--- config.mk ---
export PLATFORM = sky130hd
export DESIGN_NAME = ballot_collector
export DESIGN_NICKNAME = d
export VERILOG_FILES = /design/src/rtl/ballot_pkg.sv /design/src/rtl/ballot_decode.sv /design/src/rtl/ballot_collector.sv
export SDC_FILE = /design/constraint.sdc
export NUM_CORES = 1
export LEC_CHECK = 0
export ABC_AREA = 1
export CAP_MARGIN = 20
export CORE_ASPECT_RATIO = 0.5
export CORE_MARGIN = 2
export CORE_UTILIZATION = 59
export CTS_CLUSTER_DIAMETER = 150
export DETAILED_ROUTE_END_ITERATION = 16
export GPL_TIMING_DRIVEN = 1
export MAX_ROUTING_LAYER = met4
export PLACE_DENSITY = 0.94
export SLEW_MARGIN = 0
export SYNTH_ARGS = -nofsm -noshare
export SYNTH_HDL_FRONTEND = slang
export SYNTH_SLANG_ARGS = --single-unit
--- constraint.sdc ---
create_clock -name clk -period 3.95 [get_ports clk]
set_input_delay 0.5925 -clock clk [delete_from_list [all_inputs] [get_ports clk]]
set_output_delay 0.5925 -clock clk [all_outputs]
set_load 0.02 [all_outputs]
--- src/rtl/ballot_pkg.sv ---
// Shared constants and state encoding for the ballot collector.
package ballot_pkg;

    localparam int unsigned NP_W         = 32;
    localparam int unsigned VIP_W        = 8;
    localparam int unsigned IDX_W        = 5;
    localparam int unsigned CNT_W        = 6;
    localparam int unsigned TOTAL_VOTERS = NP_W + VIP_W + 1;

    localparam logic [1:0] CLS_NP   = 2'd0;
    localparam logic [1:0] CLS_VIP  = 2'd1;
    localparam logic [1:0] CLS_VVIP = 2'd2;

    typedef enum logic [1:0] {
        S_IDLE    = 2'd0,
        S_COLLECT = 2'd1,
        S_DONE    = 2'd2
    } state_t;

endpackage

--- src/rtl/ballot_decode.sv ---
// Maps a (class, index) ballot onto a one-hot bit in the concatenated voter
// space {vvip, vip, np} and flags whether the ballot is legal.
//   in_class : ballot class (np / vip / vvip / illegal)
//   in_idx   : voter index within its class
//   sel_c    : one-hot select, all zero when illegal
//   legal_c  : ballot addresses an existing voter
module ballot_decode
    import ballot_pkg::*;
#(
    parameter int unsigned NP_W_P  = NP_W,
    parameter int unsigned VIP_W_P = VIP_W,
    parameter int unsigned IDX_W_P = IDX_W
) (
    input  logic [1:0]                     in_class,
    input  logic [IDX_W_P-1:0]             in_idx,
    output logic [NP_W_P+VIP_W_P:0]        sel_c,
    output logic                           legal_c
);

    localparam int unsigned TOT_W = NP_W_P + VIP_W_P + 1;

    always_comb begin
        sel_c   = '0;
        legal_c = 1'b0;
        case (in_class)
            CLS_NP: begin
                if (32'(in_idx) < NP_W_P) begin
                    legal_c = 1'b1;
                    sel_c   = TOT_W'(1) << in_idx;
                end
            end
            CLS_VIP: begin
                if (32'(in_idx) < VIP_W_P) begin
                    legal_c = 1'b1;
                    sel_c   = TOT_W'(1) << (NP_W_P + 32'(in_idx));
                end
            end
            CLS_VVIP: begin
                if (in_idx == '0) begin
                    legal_c = 1'b1;
                    sel_c   = TOT_W'(1) << (TOT_W - 1);
                end
            end
            default: begin
                sel_c   = '0;
                legal_c = 1'b0;
            end
        endcase
    end

endmodule

--- src/rtl/ballot_collector.sv ---
// Collects ballots one per cycle during an open round and presents the
// assembled np / vip / vvip yes-vectors on a valid/ack handshake.
//   clk, reset (async, active-low)
//   start / close     : open / end a round (pulses)
//   in_valid/in_ready : ballot handshake; in_class, in_idx, in_yes payload
//   np, vip, vvip     : collected yes-vectors
//   voted_cnt         : distinct voters this round
//   dup_err, bad_err  : sticky repeat / illegal ballot flags
//   out_valid/out_ack : result handshake; busy high in COLLECT and DONE
module ballot_collector
    import ballot_pkg::*;
#(
    parameter int unsigned NP_W_P  = NP_W,
    parameter int unsigned VIP_W_P = VIP_W,
    parameter int unsigned IDX_W_P = IDX_W,
    parameter int unsigned CNT_W_P = CNT_W
) (
    input  logic                 clk,
    input  logic                 reset,
    input  logic                 start,
    input  logic                 close,
    input  logic                 in_valid,
    output logic                 in_ready,
    input  logic [1:0]           in_class,
    input  logic [IDX_W_P-1:0]   in_idx,
    input  logic                 in_yes,
    output logic [NP_W_P-1:0]    np,
    output logic [VIP_W_P-1:0]   vip,
    output logic                 vvip,
    output logic [CNT_W_P-1:0]   voted_cnt,
    output logic                 dup_err,
    output logic                 bad_err,
    output logic                 out_valid,
    input  logic                 out_ack,
    output logic                 busy
);

    localparam int unsigned TOT_W = NP_W_P + VIP_W_P + 1;

    state_t               state_q, state_d;
    logic [TOT_W-1:0]     mask_q, vec_q;
    logic [CNT_W_P-1:0]   cnt_q;
    logic                 dup_q, bad_q, out_valid_q, in_ready_q, busy_q;

    logic [TOT_W-1:0]     sel_c;
    logic                 legal_c, accept_c, repeat_c, fresh_c, last_c;

    ballot_decode #(
        .NP_W_P  (NP_W_P),
        .VIP_W_P (VIP_W_P),
        .IDX_W_P (IDX_W_P)
    ) u_decode (
        .in_class (in_class),
        .in_idx   (in_idx),
        .sel_c    (sel_c),
        .legal_c  (legal_c)
    );

    // in_ready_q is only ever high in COLLECT, so it qualifies acceptance.
    assign accept_c = in_valid && in_ready_q;
    assign repeat_c = |(mask_q & sel_c);
    assign fresh_c  = accept_c && legal_c && !repeat_c;
    assign last_c   = fresh_c && (cnt_q == CNT_W_P'(TOT_W - 1));

    // Next-state logic.
    always_comb begin
        state_d = state_q;
        case (state_q)
            S_IDLE:    if (start)           state_d = S_COLLECT;
            S_COLLECT: if (close || last_c) state_d = S_DONE;
            S_DONE:    if (out_ack)         state_d = S_IDLE;
            default:                        state_d = S_IDLE;
        endcase
    end

    // State register plus handshake outputs derived from the next state.
    always_ff @(posedge clk or negedge reset) begin
        if (!reset) begin
            state_q     <= S_IDLE;
            in_ready_q  <= 1'b0;
            out_valid_q <= 1'b0;
            busy_q      <= 1'b0;
        end else begin
            state_q     <= state_d;
            in_ready_q  <= (state_d == S_COLLECT);
            out_valid_q <= (state_d == S_DONE);
            busy_q      <= (state_d != S_IDLE);
        end
    end

    // Round data: cleared on start, updated per accepted ballot.
    always_ff @(posedge clk or negedge reset) begin
        if (!reset) begin
            mask_q <= '0;
            vec_q  <= '0;
            cnt_q  <= '0;
            dup_q  <= 1'b0;
            bad_q  <= 1'b0;
        end else if (state_q == S_IDLE && start) begin
            mask_q <= '0;
            vec_q  <= '0;
            cnt_q  <= '0;
            dup_q  <= 1'b0;
            bad_q  <= 1'b0;
        end else if (accept_c) begin
            if (!legal_c) begin
                bad_q <= 1'b1;
            end else if (repeat_c) begin
                dup_q <= 1'b1;
            end else begin
                mask_q <= mask_q | sel_c;
                vec_q  <= (vec_q & ~sel_c) | (in_yes ? sel_c : '0);
                cnt_q  <= cnt_q + CNT_W_P'(1);
            end
        end
    end

    assign np        = vec_q[NP_W_P-1:0];
    assign vip       = vec_q[NP_W_P+VIP_W_P-1:NP_W_P];
    assign vvip      = vec_q[TOT_W-1];
    assign voted_cnt = cnt_q;
    assign dup_err   = dup_q;
    assign bad_err   = bad_q;
    assign out_valid = out_valid_q;
    assign in_ready  = in_ready_q;
    assign busy      = busy_q;

endmodule

==> tab_implementation.tex <==
\begin{tabular}{lr}
\hline
Metric & Value \\
\hline
\multicolumn{2}{l}{\textbf{Power}} \\
\quad Switching power share of the total & 0.290 \\
\quad Relative contribution of the clock network to total power & 0.385 \\
\quad Internal Pwr Total & 1700 uW \\
\quad Comb pwr share & 0.181 \\
\quad Worst IR drop on VDD & 243 uV \\
\quad Net switching power & 694 uW \\
\quad Leakage power & 0.00264 uW \\
\quad P per Cell Area & 412 nW/um2 \\
\quad Sequential power share & 0.433 \\
\multicolumn{2}{l}{\textbf{Layout}} \\
\quad Non-filler cells in the finished layout & 796 \\
\quad Multi-input logic area & 2110 um2 \\
\quad Antenna diode instance count & 0 \\
\quad Ratio of cells with drive above 1 in the final layout & 0.0687 \\
\quad Filler instances & a little under 600 \\
\quad Reg area & 2380 um2 \\
\quad \# nets final & 696 \\
\quad Non-Filler Cell Area, Final & 5810 um2 \\
\quad Post-synthesis to final-layout area growth & 20.7\% \\
\multicolumn{2}{l}{\textbf{Synthesis}} \\
\quad Main synth FF type & sky130\_fd\_sc\_hd\_\_dfrtp\_1 \\
\quad Share of the synthesized area in the top cell type & 0.494 \\
\quad Combined area of all synthesized cells & $\sim$4800 um2 \\
\quad Count of cell types in the netlist & 33 \\
\quad Synth Area per Inst & 7.69 um2 \\
\quad Cell accounting for the most synthesized area & sky130\_fd\_sc\_hd\_\_dfrtp\_1 \\
\quad Warnings from Yosys & 0 \\
\quad Sequential share of the synthesized area & 0.494 \\
\quad Net count after synthesis & 642 \\
\quad Number of flip-flops and latches in the synthesized netlist & 95 \\
\quad Most numerous cell types in the synthesized netlist & 142 x sky130\_fd\_sc\_hd\_\_nand2\_1, 104 x sky130\_fd\_sc\_hd\_\_nor2\_1, 95 x sky130\_fd\_sc\_hd\_\_dfrtp\_1, 75 x sky130\_fd\_sc\_hd\_\_nand3\_1, 47 x sky130\_fd\_sc\_hd\_\_a21oi\_1 \\
\quad Cells after synthesis & 626 \\
\quad Share of async-settable or async-resettable flops after synthesis & 1.00 \\
\quad Number of enable-type register cells in the synthesized netlist & 0 \\
\quad Most common cell in the netlist & sky130\_fd\_sc\_hd\_\_nand2\_1 \\
\quad Most area-consuming cells after synthesis & sky130\_fd\_sc\_hd\_\_dfrtp\_1 49\%, sky130\_fd\_sc\_hd\_\_nand2\_1 11\%, sky130\_fd\_sc\_hd\_\_nor2\_1 8.1\%, sky130\_fd\_sc\_hd\_\_nand3\_1 7.8\%, sky130\_fd\_sc\_hd\_\_a21oi\_1 4.9\% \\
\multicolumn{2}{l}{\textbf{Timing}} \\
\quad Clock Skew & a little over 0.009 ns \\
\quad Total count of max-transition violations in the final report & 0 \\
\quad Count of final hold-check violations & 0 \\
\quad Maximum clock frequency & 294 MHz \\
\quad Unrepaired setup endpoints after global routing & no \\
\quad Period Utilization, post-route & 0.860 \\
\quad Transition time at the pin with the least slew margin & 0.608 ns \\
\quad Setup Viol. Count Final & 0 \\
\quad Tightest hold margin & $\sim$0.25 ns \\
\quad Post-Route Setup TNS & 0 ns \\
\quad Headroom to the max-slew limit & 0.592 \\
\quad Min cycle time layout & around 3.4 ns \\
\multicolumn{2}{l}{\textbf{Clock network}} \\
\quad Number of instances resized during post-cts repair & 0 \\
\quad Clock Pin Slew Worst Setup and Hold Paths & 0.06 ns \\
\quad Skew-Pair Late Insertion Delay & approximately 0.35 ns \\
\quad H-Tree Depth & 3 \\
\quad Number of CTS-inserted buffers & 9 \\
\quad Clock sink count & 95 \\
\quad Max clock buf depth & 2 \\
\quad CTS Root Buffer Type & sky130\_fd\_sc\_hd\_\_clkbuf\_16 \\
\quad Post-CTS Hold Buffers & 0 \\
\quad Post-CTS setup repair buffer count & 0 \\
\quad CTS tree & built \\
\multicolumn{2}{l}{\textbf{Placed design}} \\
\quad Placement-stage cell area & 5500 um2 \\
\quad Routability congestion estimate from global placement & between 1 and 1.5 \\
\quad Placed cell count & 781 \\
\quad Input/output buffers & 65 \\
\quad HPWL Detailed & roughly 8600 um \\
\multicolumn{2}{l}{\textbf{Drt}} \\
\quad Iteration count of the initial detailed-routing pass & 6 \\
\quad Average detailed-routed wire length per instance & 15.8 um \\
\quad Initial drt markers & just under 700 \\
\quad Drc violations & 0 \\
\quad Final routed wirelength across all metal layers & 12600 um \\
\quad Via Count & about 4500 \\
\quad ANT nets after route & 0 \\
\quad DR vias/cell & 5.71 \\
\multicolumn{2}{l}{\textbf{Worst setup path}} \\
\quad Path type of the worst setup path & input port to flop \\
\quad Worst EP arrival & 3.64 ns \\
\quad Max FO, Critical Path & 40 \\
\quad Critical Path RT & 4.19 ns \\
\quad Startpoint types & input port \\
\quad Endpoint kind of the worst setup timing path & flop \\
\multicolumn{2}{l}{\textbf{Die}} \\
\quad Die W & 132 um \\
\quad Number of rows created at floorplan & 23 \\
\quad Die footprint & roughly 8900 um2 \\
\quad Core region area & about 8000 um2 \\
\quad Number of top-level design ports & 66 \\
\quad Starting density of the core & 0.606 \\
\quad Chip Height & 67.9 um \\
\multicolumn{2}{l}{\textbf{Global route}} \\
\quad Pin count of the biggest net entering global routing & 57 \\
\quad Initial antenna violation count & 0 \\
\quad Overflow left after global routing & 0 \\
\quad Vias in the first global route & $\sim$4000 \\
\quad Global-route wire length before repair & 20200 um \\
\quad Global-route usage over all layers & 0.302 \\
\multicolumn{2}{l}{\textbf{Flow run}} \\
\quad Max capacitance violation total & 0 \\
\multicolumn{2}{l}{\textbf{Outcome}} \\
\quad Status & finished, final reports clean \\
\multicolumn{2}{l}{\textbf{Min path}} \\
\quad Min-Delay Path Class & input port to asynchronous set/reset pin \\
\hline
\end{tabular}
-- metal layers --
metal / track usage / share of wire
met1: 0.420 / 0.46
met3: 0.0644 / 0.081
met2: 0.461 / 0.45
met4: 0.0788 / 0.018
met5: - / 0
-- cells in the final DEF, fill, tap and decap left out, types with 10 or more instances in the layout --
cell and instances:
sky130_fd_sc_hd__o211ai_1 10, sky130_fd_sc_hd__dfrtp_1 95, sky130_fd_sc_hd__clkdlybuf4s50_1 64, sky130_fd_sc_hd__o21ai_1 12, sky130_fd_sc_hd__a21oi_1 47, sky130_fd_sc_hd__nor2_1 104, sky130_fd_sc_hd__o21ai_0 34, sky130_fd_sc_hd__inv_1 31
sky130_fd_sc_hd__buf_4 10, sky130_fd_sc_hd__nand3_1 74, sky130_fd_sc_hd__nand2_1 142
-- flip-flops by register name, summed over array words and instances (netlist names) --
signal	count
mask_q	41
vec_q	41
voted_cnt	6
state_q	2
bad_err	1
busy	1
dup_err	1
in_ready	1
out_valid	1
-- final timing paths --
| check | from | endpoint | slack (ns) | cells after the start |
|---|---|---|---|---|
| setup / recovery | in_idx[3] | voted_cnt[2]$_DFFE_PN0P_ | 0.55 | 14 |
| hold / removal | reset | vec_q[22]$_DFFE_PN0P_ | 0.25 | 1 |
| setup reg to reg | mask_q[29]$_DFFE_PN0P_ | voted_cnt[2]$_DFFE_PN0P_ | 1.62 | 12 |
| hold reg to reg | mask_q[33]$_DFFE_PN0P_ | mask_q[33]$_DFFE_PN0P_ | 0.49 | 2 |
| max in group asynchronous | reset | mask_q[20]$_DFFE_PN0P_ | 2.85 | 2 |
| min in group clk | mask_q[33]$_DFFE_PN0P_ | mask_q[33]$_DFFE_PN0P_ | 0.49 | 2 |
-- worst max-delay path, stage by stage --
cell	delay, ns
sky130_fd_sc_hd__clkdlybuf4s50_1	0.69
sky130_fd_sc_hd__inv_1	0.24
sky130_fd_sc_hd__nand3_1	0.19
sky130_fd_sc_hd__nor2_1	0.12
sky130_fd_sc_hd__nand2_1	0.08
sky130_fd_sc_hd__nand2_1	0.05
sky130_fd_sc_hd__nor3_1	0.21
sky130_fd_sc_hd__nand2_1	0.11
sky130_fd_sc_hd__nor2_2	0.16
sky130_fd_sc_hd__nand3_2	0.37
sky130_fd_sc_hd__inv_4	0.51
sky130_fd_sc_hd__nand3_1	0.14
sky130_fd_sc_hd__nand2_1	0.12
sky130_fd_sc_hd__nor2_1	0.05
-- area by class of cell --
class                           instances  area share
Clock buffer                           11      0.0418
Clock inverter                          4      0.0121
Inverter                               41      0.0269
Multi-Input combinational cell        459       0.363
Sequential cell                        95       0.409
Tap cell                              112      0.0241
Timing Repair Buffer                   74       0.123
-- kinds of logic (layout without fill, tap and decap cells) --
family          count (synthesis)  in the layout  share of synthesized area
buf+inv                        72            130                     0.0692
fa+ha+maj                       2              2                    0.00520
simple gates                  346            346                      0.306
flops                          95             95                      0.494
compound gates                109            109                      0.122
xor+xnor                        2              2                    0.00364
-- stage by stage --
| step | setup slack [ns] | utilization | total power, uW |
|---|---|---|---|
| after global placement | 0.489 | 0.692 | 1470 |
| final | 0.551 | 0.731 | 2390 |
| after CTS | 0.647 | 0.731 | 2400 |
| after global routing | 0.333 | 0.731 | 2480 |
| after floorplan | 1.77 | - | 1320 |
| after detailed placement | 0.297 | 0.692 | 1480 |
-- power groups by stage --
stage          clock network [uW]  registers, uW  logic, uW
2_1_floorplan                   0           1090        233
3_3_place_gp                    0           1050        417
3_5_place_dp                    0           1050        428
4_1_cts                       932           1040        429
5_1_grt                       963           1040        470
6_report                      922           1040        434
(Power assumes the default switching activity.)
